--- config.mk ---
export PLATFORM = sky130hd
export DESIGN_NAME = pulse_decoder
export DESIGN_NICKNAME = d
export VERILOG_FILES = /design/src/rtl/pulse_decoder_pkg.sv /design/src/rtl/pulse_hold_counter.sv /design/src/rtl/pulse_decoder.sv
export SDC_FILE = /design/constraint.sdc
export NUM_CORES = 1
export LEC_CHECK = 0
export CORE_UTILIZATION = 30
export DETAILED_ROUTE_END_ITERATION = 12
export PLACE_DENSITY = 0.51
export RECOVER_POWER = 100
export SYNTH_ARGS = -nofsm -noshare
export SYNTH_HDL_FRONTEND = slang
export SYNTH_SLANG_ARGS = --single-unit
--- constraint.sdc ---
create_clock -name clk -period 2.8 [get_ports clk]
set_input_delay 0.84 -clock clk [delete_from_list [all_inputs] [get_ports clk]]
set_output_delay 0.84 -clock clk [all_outputs]
set_load 0.1 [all_outputs]
--- src/rtl/pulse_decoder_pkg.sv ---
// rtl/pulse_decoder_pkg.sv - shared state enum, counter width and code decode for pulse_decoder
package pulse_decoder_pkg;

    localparam int CNT_W = 8;

    // Prefixed so the state literals cannot collide with the HOLD/GAP parameters.
    typedef enum logic [1:0] {
        ST_IDLE = 2'd0,
        ST_HOLD = 2'd1,
        ST_GAP  = 2'd2
    } state_t;

    function automatic logic [3:0] decode_onehot(input logic [1:0] code);
        logic [3:0] line;
        case (code)
            2'd0:    line = 4'b0001;
            2'd1:    line = 4'b0010;
            2'd2:    line = 4'b0100;
            default: line = 4'b1000;
        endcase
        return line;
    endfunction

endpackage

--- src/rtl/pulse_hold_counter.sv ---
// rtl/pulse_hold_counter.sv - loadable non-wrapping down-counter timing HOLD and GAP windows
module pulse_hold_counter
    import pulse_decoder_pkg::*;
(
    input  logic             clk,
    input  logic             rst,
    input  logic             load,
    input  logic [CNT_W-1:0] load_val,
    input  logic             dec,
    output logic [CNT_W-1:0] cnt,
    output logic             zero
);

    always_ff @(posedge clk) begin
        if (rst) begin
            cnt <= '0;
        end else if (load) begin
            cnt <= load_val;
        end else if (dec && cnt != '0) begin
            cnt <= cnt - 1'b1;
        end
    end

    assign zero = (cnt == '0);

endmodule

--- src/rtl/pulse_decoder.sv ---
// rtl/pulse_decoder.sv - registered 2-to-4 pulse decoder; PULSE_DECODER_HITCNT_EN adds hit_count
module pulse_decoder
    import pulse_decoder_pkg::*;
#(
    parameter int HOLD = 4,
    parameter int GAP  = 1
) (
    input  logic       clk,
    input  logic       rst,
    input  logic       EN,
    input  logic       A1,
    input  logic       A0,
    input  logic       in_valid,
    output logic       in_ready,
    output logic       D3,
    output logic       D2,
    output logic       D1,
    output logic       D0,
    output logic       busy,
    output logic       done
`ifdef PULSE_DECODER_HITCNT_EN
    ,
    output logic [7:0] hit_count
`endif
);

    localparam logic [CNT_W-1:0] HOLD_LD = CNT_W'(HOLD - 1);
    localparam logic [CNT_W-1:0] GAP_LD  = (GAP > 0) ? CNT_W'(GAP - 1) : '0;
    localparam bit               GAP_EN  = (GAP > 0);

    state_t           state;
    logic [3:0]       d_line;
    logic             rst_q;
    logic             accept;
    logic             cnt_load;
    logic             cnt_dec;
    logic [CNT_W-1:0] cnt_val;
    logic [CNT_W-1:0] cnt;
    logic             cnt_zero;

    // rst_q keeps in_ready low for the first cycle after reset is released.
    always_ff @(posedge clk) begin
        rst_q <= rst;
    end

    assign in_ready = EN && !rst && !rst_q &&
                      (state == ST_IDLE || (state == ST_HOLD && cnt_zero && !GAP_EN));
    assign accept   = in_valid && in_ready;

    always_comb begin
        cnt_load = 1'b0;
        cnt_dec  = 1'b0;
        cnt_val  = '0;
        if (!EN) begin
            cnt_load = 1'b1;
        end else begin
            case (state)
                ST_IDLE: begin
                    cnt_load = accept;
                    cnt_val  = HOLD_LD;
                end
                ST_HOLD: begin
                    if (!cnt_zero) begin
                        cnt_dec = 1'b1;
                    end else if (GAP_EN) begin
                        cnt_load = 1'b1;
                        cnt_val  = GAP_LD;
                    end else begin
                        cnt_load = accept;
                        cnt_val  = HOLD_LD;
                    end
                end
                default: cnt_dec = 1'b1;
            endcase
        end
    end

    pulse_hold_counter u_cnt (
        .clk      (clk),
        .rst      (rst),
        .load     (cnt_load),
        .load_val (cnt_val),
        .dec      (cnt_dec),
        .cnt      (cnt),
        .zero     (cnt_zero)
    );

    // done is registered one cycle ahead so it lands on the last D-high cycle.
    always_ff @(posedge clk) begin
        if (rst) begin
            state  <= ST_IDLE;
            d_line <= 4'b0000;
            done   <= 1'b0;
        end else if (!EN) begin
            state  <= ST_IDLE;
            d_line <= 4'b0000;
            done   <= 1'b0;
        end else begin
            case (state)
                ST_IDLE: begin
                    done <= 1'b0;
                    if (accept) begin
                        state  <= ST_HOLD;
                        d_line <= decode_onehot({A1, A0});
                        done   <= (HOLD == 1);
                    end
                end
                ST_HOLD: begin
                    if (!cnt_zero) begin
                        done <= (cnt == CNT_W'(1));
                    end else if (GAP_EN) begin
                        state  <= ST_GAP;
                        d_line <= 4'b0000;
                        done   <= 1'b0;
                    end else if (accept) begin
                        d_line <= decode_onehot({A1, A0});
                        done   <= (HOLD == 1);
                    end else begin
                        state  <= ST_IDLE;
                        d_line <= 4'b0000;
                        done   <= 1'b0;
                    end
                end
                default: begin
                    done <= 1'b0;
                    if (cnt_zero) begin
                        state <= ST_IDLE;
                    end
                end
            endcase
        end
    end

    assign {D3, D2, D1, D0} = d_line;
    assign busy = (state != ST_IDLE);

`ifdef PULSE_DECODER_HITCNT_EN
    always_ff @(posedge clk) begin
        if (rst) begin
            hit_count <= 8'd0;
        end else if (done && hit_count != 8'hFF) begin
            hit_count <= hit_count + 8'd1;
        end
    end
`endif

endmodule

# Word-level counts from Yosys, hierarchy flattened

Cells that the tools add are included.

Register bits after elaboration: 16
Output and inout port bits: 7

$add $sub $neg: 1
Eq/ne operators: 6
Muxes and demuxes: 18
Bitwise gates (word level): 2
Reduce and logical (&&, ||, !) cells: 19

Operators with widths:

| cell                  | count |
|---|---|
| $mux W8               | 2 |
| $pmux W4 S3           | 1 |
| $mux W2               | 5 |
| $eq A8 B1 Y1 const B  | 1 |
| $logic_not A8 Y1      | 1 |
| $mux W4               | 2 |
| $pmux W4 S2           | 1 |
| $reduce_bool A2 Y1    | 4 |
| $reduce_bool A8 Y1    | 1 |
| $sub A8 B1 Y8 const B | 1 |
| $reduce_and A3 Y1     | 2 |
| $logic_and A1 B1 Y1   | 5 |
| $eq A2 B1 Y1 const B  | 2 |
| $logic_not A2 Y1      | 2 |
| $mux W1               | 4 |
| $ne A2 B2 Y1 const B  | 2 |
| $pmux W1 S2           | 2 |
| $pmux W2 S2           | 1 |
| $reduce_or A4 Y1      | 1 |
| $eq A2 B2 Y1 const B  | 1 |
| $logic_not A1 Y1      | 2 |
| $not A1 Y1            | 2 |
| $reduce_or A2 Y1      | 1 |

# Depth between registers and ports, before layout

Word-level depth: 8
Gate-level depth with buffers: 7

# Hierarchy

From an unflattened synthesis, not the netlist that was laid out.

Cell total of the unflattened synthesis: 103
Area, all modules: 935.9 um^2

Modules (own cells, without submodules):

| module             | times used | cells each | area an instance (um^2) | sequential area each (um^2) |
|---|---|---|---|---|
| pulse_hold_counter | 1          | 59         | 515.5                   | 160.2 |
| pulse_decoder      | 1          | 44         | 420.4                   | 160.2 |

# Worst setup path after synthesis

Ideal clock, no wire load.

Path kind: reg2out
Start point: reg state[1]
End point: out in_ready
Arrival: 3266 ps
Required time: 1960 ps
Slack: -1306 ps
Cell stages (with the launch flop): 5
Path buffers: 1
Path through: dfxtp_1 buf_4 nor2_1 inv_1 nor3_1

Longest elaborated chain between the ends: 2

RTL lines:

| what                     | line                 | source |
|---|---|---|
| start: declaration       | pulse_decoder.sv:31  | `state_t state;` |
| start signal: assignment | pulse_decoder.sv:91  | `state <= ST_IDLE;` |
| start signal: assignment | pulse_decoder.sv:95  | `state <= ST_IDLE;` |
| start signal: assignment | pulse_decoder.sv:103 | `state <= ST_HOLD;` |
| $logic_not A2 Y1         | pulse_decoder.sv:47  | `(state == ST_IDLE \|\| (state == ST_HOLD && cnt_zero && !GAP_EN));` |
| $logic_and A1 B1 Y1      | pulse_decoder.sv:46  | `assign in_ready = EN && !rst && !rst_q &&` |
| end: declaration         | pulse_decoder.sv:14  | `output logic in_ready,` |

No other way between the ends.

# Worst setup path in the final report

Start point: in rst
End point: out in_ready

Longest elaborated chain between the ends: 4

RTL lines:

| what                             | line                | source |
|---|---|---|
| start: declaration               | pulse_decoder.sv:9  | `input logic rst,` |
| $logic_not A1 Y1                 | pulse_decoder.sv:46 |  |
| $logic_and A1 B1 Y1 (3 in a row) | pulse_decoder.sv:46 |  |

No other way between the ends.

==> results.md <==
* Max-slew violation count at 0
* Hold Crit Class: flop to flop
* Io pins at 13
* Wire length per cell at 12.9 µm
* Xor/xnor share of the synthesized area at 1.06%
* Crit-path cells: clkdlybuf4s50_1 -> nand2b_1 -> nor3_4 -> buf_12
* Area of the multi-input gates at 490 µm²
* Crit path DAT at 1.81 ns
* CTS Sinks at 16
* Worst Tran Pin Value at 1.16 ns
* Worst path bufs/invs at 2
* Row count at 18
* Final Hold Fails at 0
* Post-cts resize count at 0
* H-tree depth at 1
* Die area at 0.00296 mm²
* DP HPWL at 1420 µm
* Post-Place Cells at 140
* CTS Buffer Depth at 2
* Gate power share at 16.2%
* F_max at 0.377 GHz
* Post-Syn Area at 825 µm²
* Number of vias per cell at 5.26
* Die height at 54.4 µm
* Core ar. at 0.00254 mm²
* CP Class: input pin to primary output
* Syn Nets at 104
* Hold Slack at 0.471 ns
* Starting Density at 32.4%
* CTS tree: built
* Crit path capture type: primary output
* Yosys warns at 0
* Routability congestion estimate at 0.768
* Setup ws final at 0.146 ns
* GRT Util Overall at 14.8%
* Worst-path clk slew at 0.10 ns
* Crit-path max FO at 2
* CP startpoint kind: input pin
* Critical Path RT at 1.96 ns
* Total length of routed wires at 1860 µm
* Fin crit period at 2.65 ns
* Mux contribution to synthesized area at 2.43%
* Worst path slowest cell: clkdlybuf4s50_1
* Port bufs at 12
* Cell taking the most area after synthesis: dfxtp_1
* Post-route ant nets at 0
* Overflow after GRT at 0
* Pin count of the biggest net entering global routing at 10
* Hold buffers post-CTS at 0
* Slew HR at 23.1%
* Top cell type's share of synthesized area at 38.8%
* Vias in the first global route at 696
* Post-synth EDFFs at 0
* Synth Area in Simple Gates at 30.2%
* # nets final at 124
* Antenna Diode Count at 0
* Share of layout cells above drive strength 1 at 14.9%
* Peak VDD IR at 0.277 mV
* Leak Pwr at 0.375 nW
* Post-Layout Cell Count at 144
* Synth Flop Type: dfxtp_1
* Via count at 757
* TritonRoute pass-1 iters at 4
* CP top delay family: buffers and inverters
* Post-route clock period utilization at 94.8%
* Reg power frac at 50.5%
* Switching Fraction at 27.9%
* Synth cell count leaders: dfxtp_1 (16), nor2_1 (10), a21oi_1 (9), nand2_1 (5)
* Sequential Area at 320 µm²
* Fillcell total at 277
* Largest cells by area after synthesis: dfxtp_1 (39%), a21oi_1 (5.5%), ha_1 (4.6%)
* MaxCap Viol Count at 0
* Post-CTS setup buffers at 0
* Synth Area in Compound Gates at 19.7%
* TritonCTS Buffers at 3
* Initial antenna violation count at 0
* Pwr per Cell Area at 459 mW/mm²
* Layout area overhead at 24.6%
* Global-route wire length before repair at 3040 µm
* Clk pwr share at 33.3%
* Root buf cell: clkbuf_4
* Seq/Total Area, Yosys at 38.8%
* Initial DRC Count at 6
* Setup Viol. Count Final at 0
* Clk_lat worst skew at 0.29 ns
* Status: finished, final reports clean
* Net Sw Power at 0.000132 W
* Post-Synth Adder-Cell Area at 4.55%
* Fin util at 40.4%
* Internal power at 0.000340 W
* Largest stage delay on the critical path at 0.41 ns
* RSZ-0062 raised after global routing: no
* Synth Register Bits at 16
* Synth cell types at 35
* Asr flop ratio synth at 0%
* Synthesized instance count at 95
* Die span in x at 54.4 µm
* Top-count cell post-synth: dfxtp_1
* Clk_skew at 0.00216 ns
* Main combinational cell family by area after synthesis: simple AND/OR/NAND/NOR gates
* Pwr Total at 0.000472 W
* DRC viols at 0
* Setup WS pre-CTS at 0.131 ns
* Avg Cell Area, Syn at 8.68 µm²
-- power by group through the flow --
stage	sequential (W)	combinational, W	clock (W)
after floorplan	0.000248	0.0000452	0
after global placement	0.000244	0.0000793	0
after detailed placement	0.000244	0.0000798	0
after CTS	0.000238	0.0000800	0.000165
after global routing	0.000239	0.0000826	0.000174
final	0.000238	0.0000765	0.000157
-- registers in the layout, indices dropped and copies added (netlist names) --
name       count
u_cnt.cnt      8
d_line         4
state          2
done           1
rst_q          1
-- tightest hold or removal path, cell delays in order (launching register included) --
cell and delay, ns:
dfxtp_1 0.32, nand2_1 0.05, mux2i_1 0.06
-- layer usage --
layer	routed length, µm	up-vias	track usage, %
met3	51	2	5.83
met1	901	354	18.1
met2	887	8	24.2
li1	-	393	-
met5	0	-	0
met4	15	0	3.85
-- final cells by class --
| class | instances | area share, % |
|---|---|---|
| flip-flops and latches | 16 | 31.2 |
| clock buffers | 4 | 3.53 |
| well taps | 30 | 3.65 |
| inverters | 4 | 1.83 |
| multi-input cells | 73 | 47.7 |
| repair buffers | 17 | 12.1 |
-- per-stage QoR --
stage | area (µm²) | setup TNS, ns
after floorplan | 847 | -0.0351
after global placement | 1030 | 0
after detailed placement | 1030 | 0
after CTS | 1060 | 0
after global routing | 1030 | 0
final | 1030 | 0
-- logic make-up (layout without fill, tap and decap cells) --
family,after synthesis,count (layout)
AOI/OAI and AO/OA,25,25
xor gates and xnor gates,1,1
adders and majority gates,3,3
buffers and inverters,6,25
DFF,16,16
muxes,2,2
and+or+nand+nor,42,42
-- cell usage in the layout (no fill, tap or decap), drive strengths merged, types with 2 or more instances in the layout --
cell type      instances
inv                    3
nor2                  10
nand3                  4
nor4                   2
nand2b                 4
nor2b                  2
nor4b                  3
dfxtp                 16
buf                    4
a31o                   4
a21oi                  9
or3                    3
mux2i                  2
nand2                  5
clkbuf                12
clkdlybuf4s50          5
o21ai                  5
nor3b                  3
ha                     3
-- path summary, 6_finish.rpt --
path / start / endpoint / slack (ns) / cells past startpoint
worst min register to register: d_line[3] / d_line[3] / 0.47 / 2
worst max register to register: u_cnt.cnt[3] / u_cnt.cnt[7] / 0.52 / 4
worst max-delay path: rst / in_ready / 0.15 / 4
worst min-delay path: d_line[3] / d_line[3] / 0.47 / 2
(Power assumes the default switching activity.)
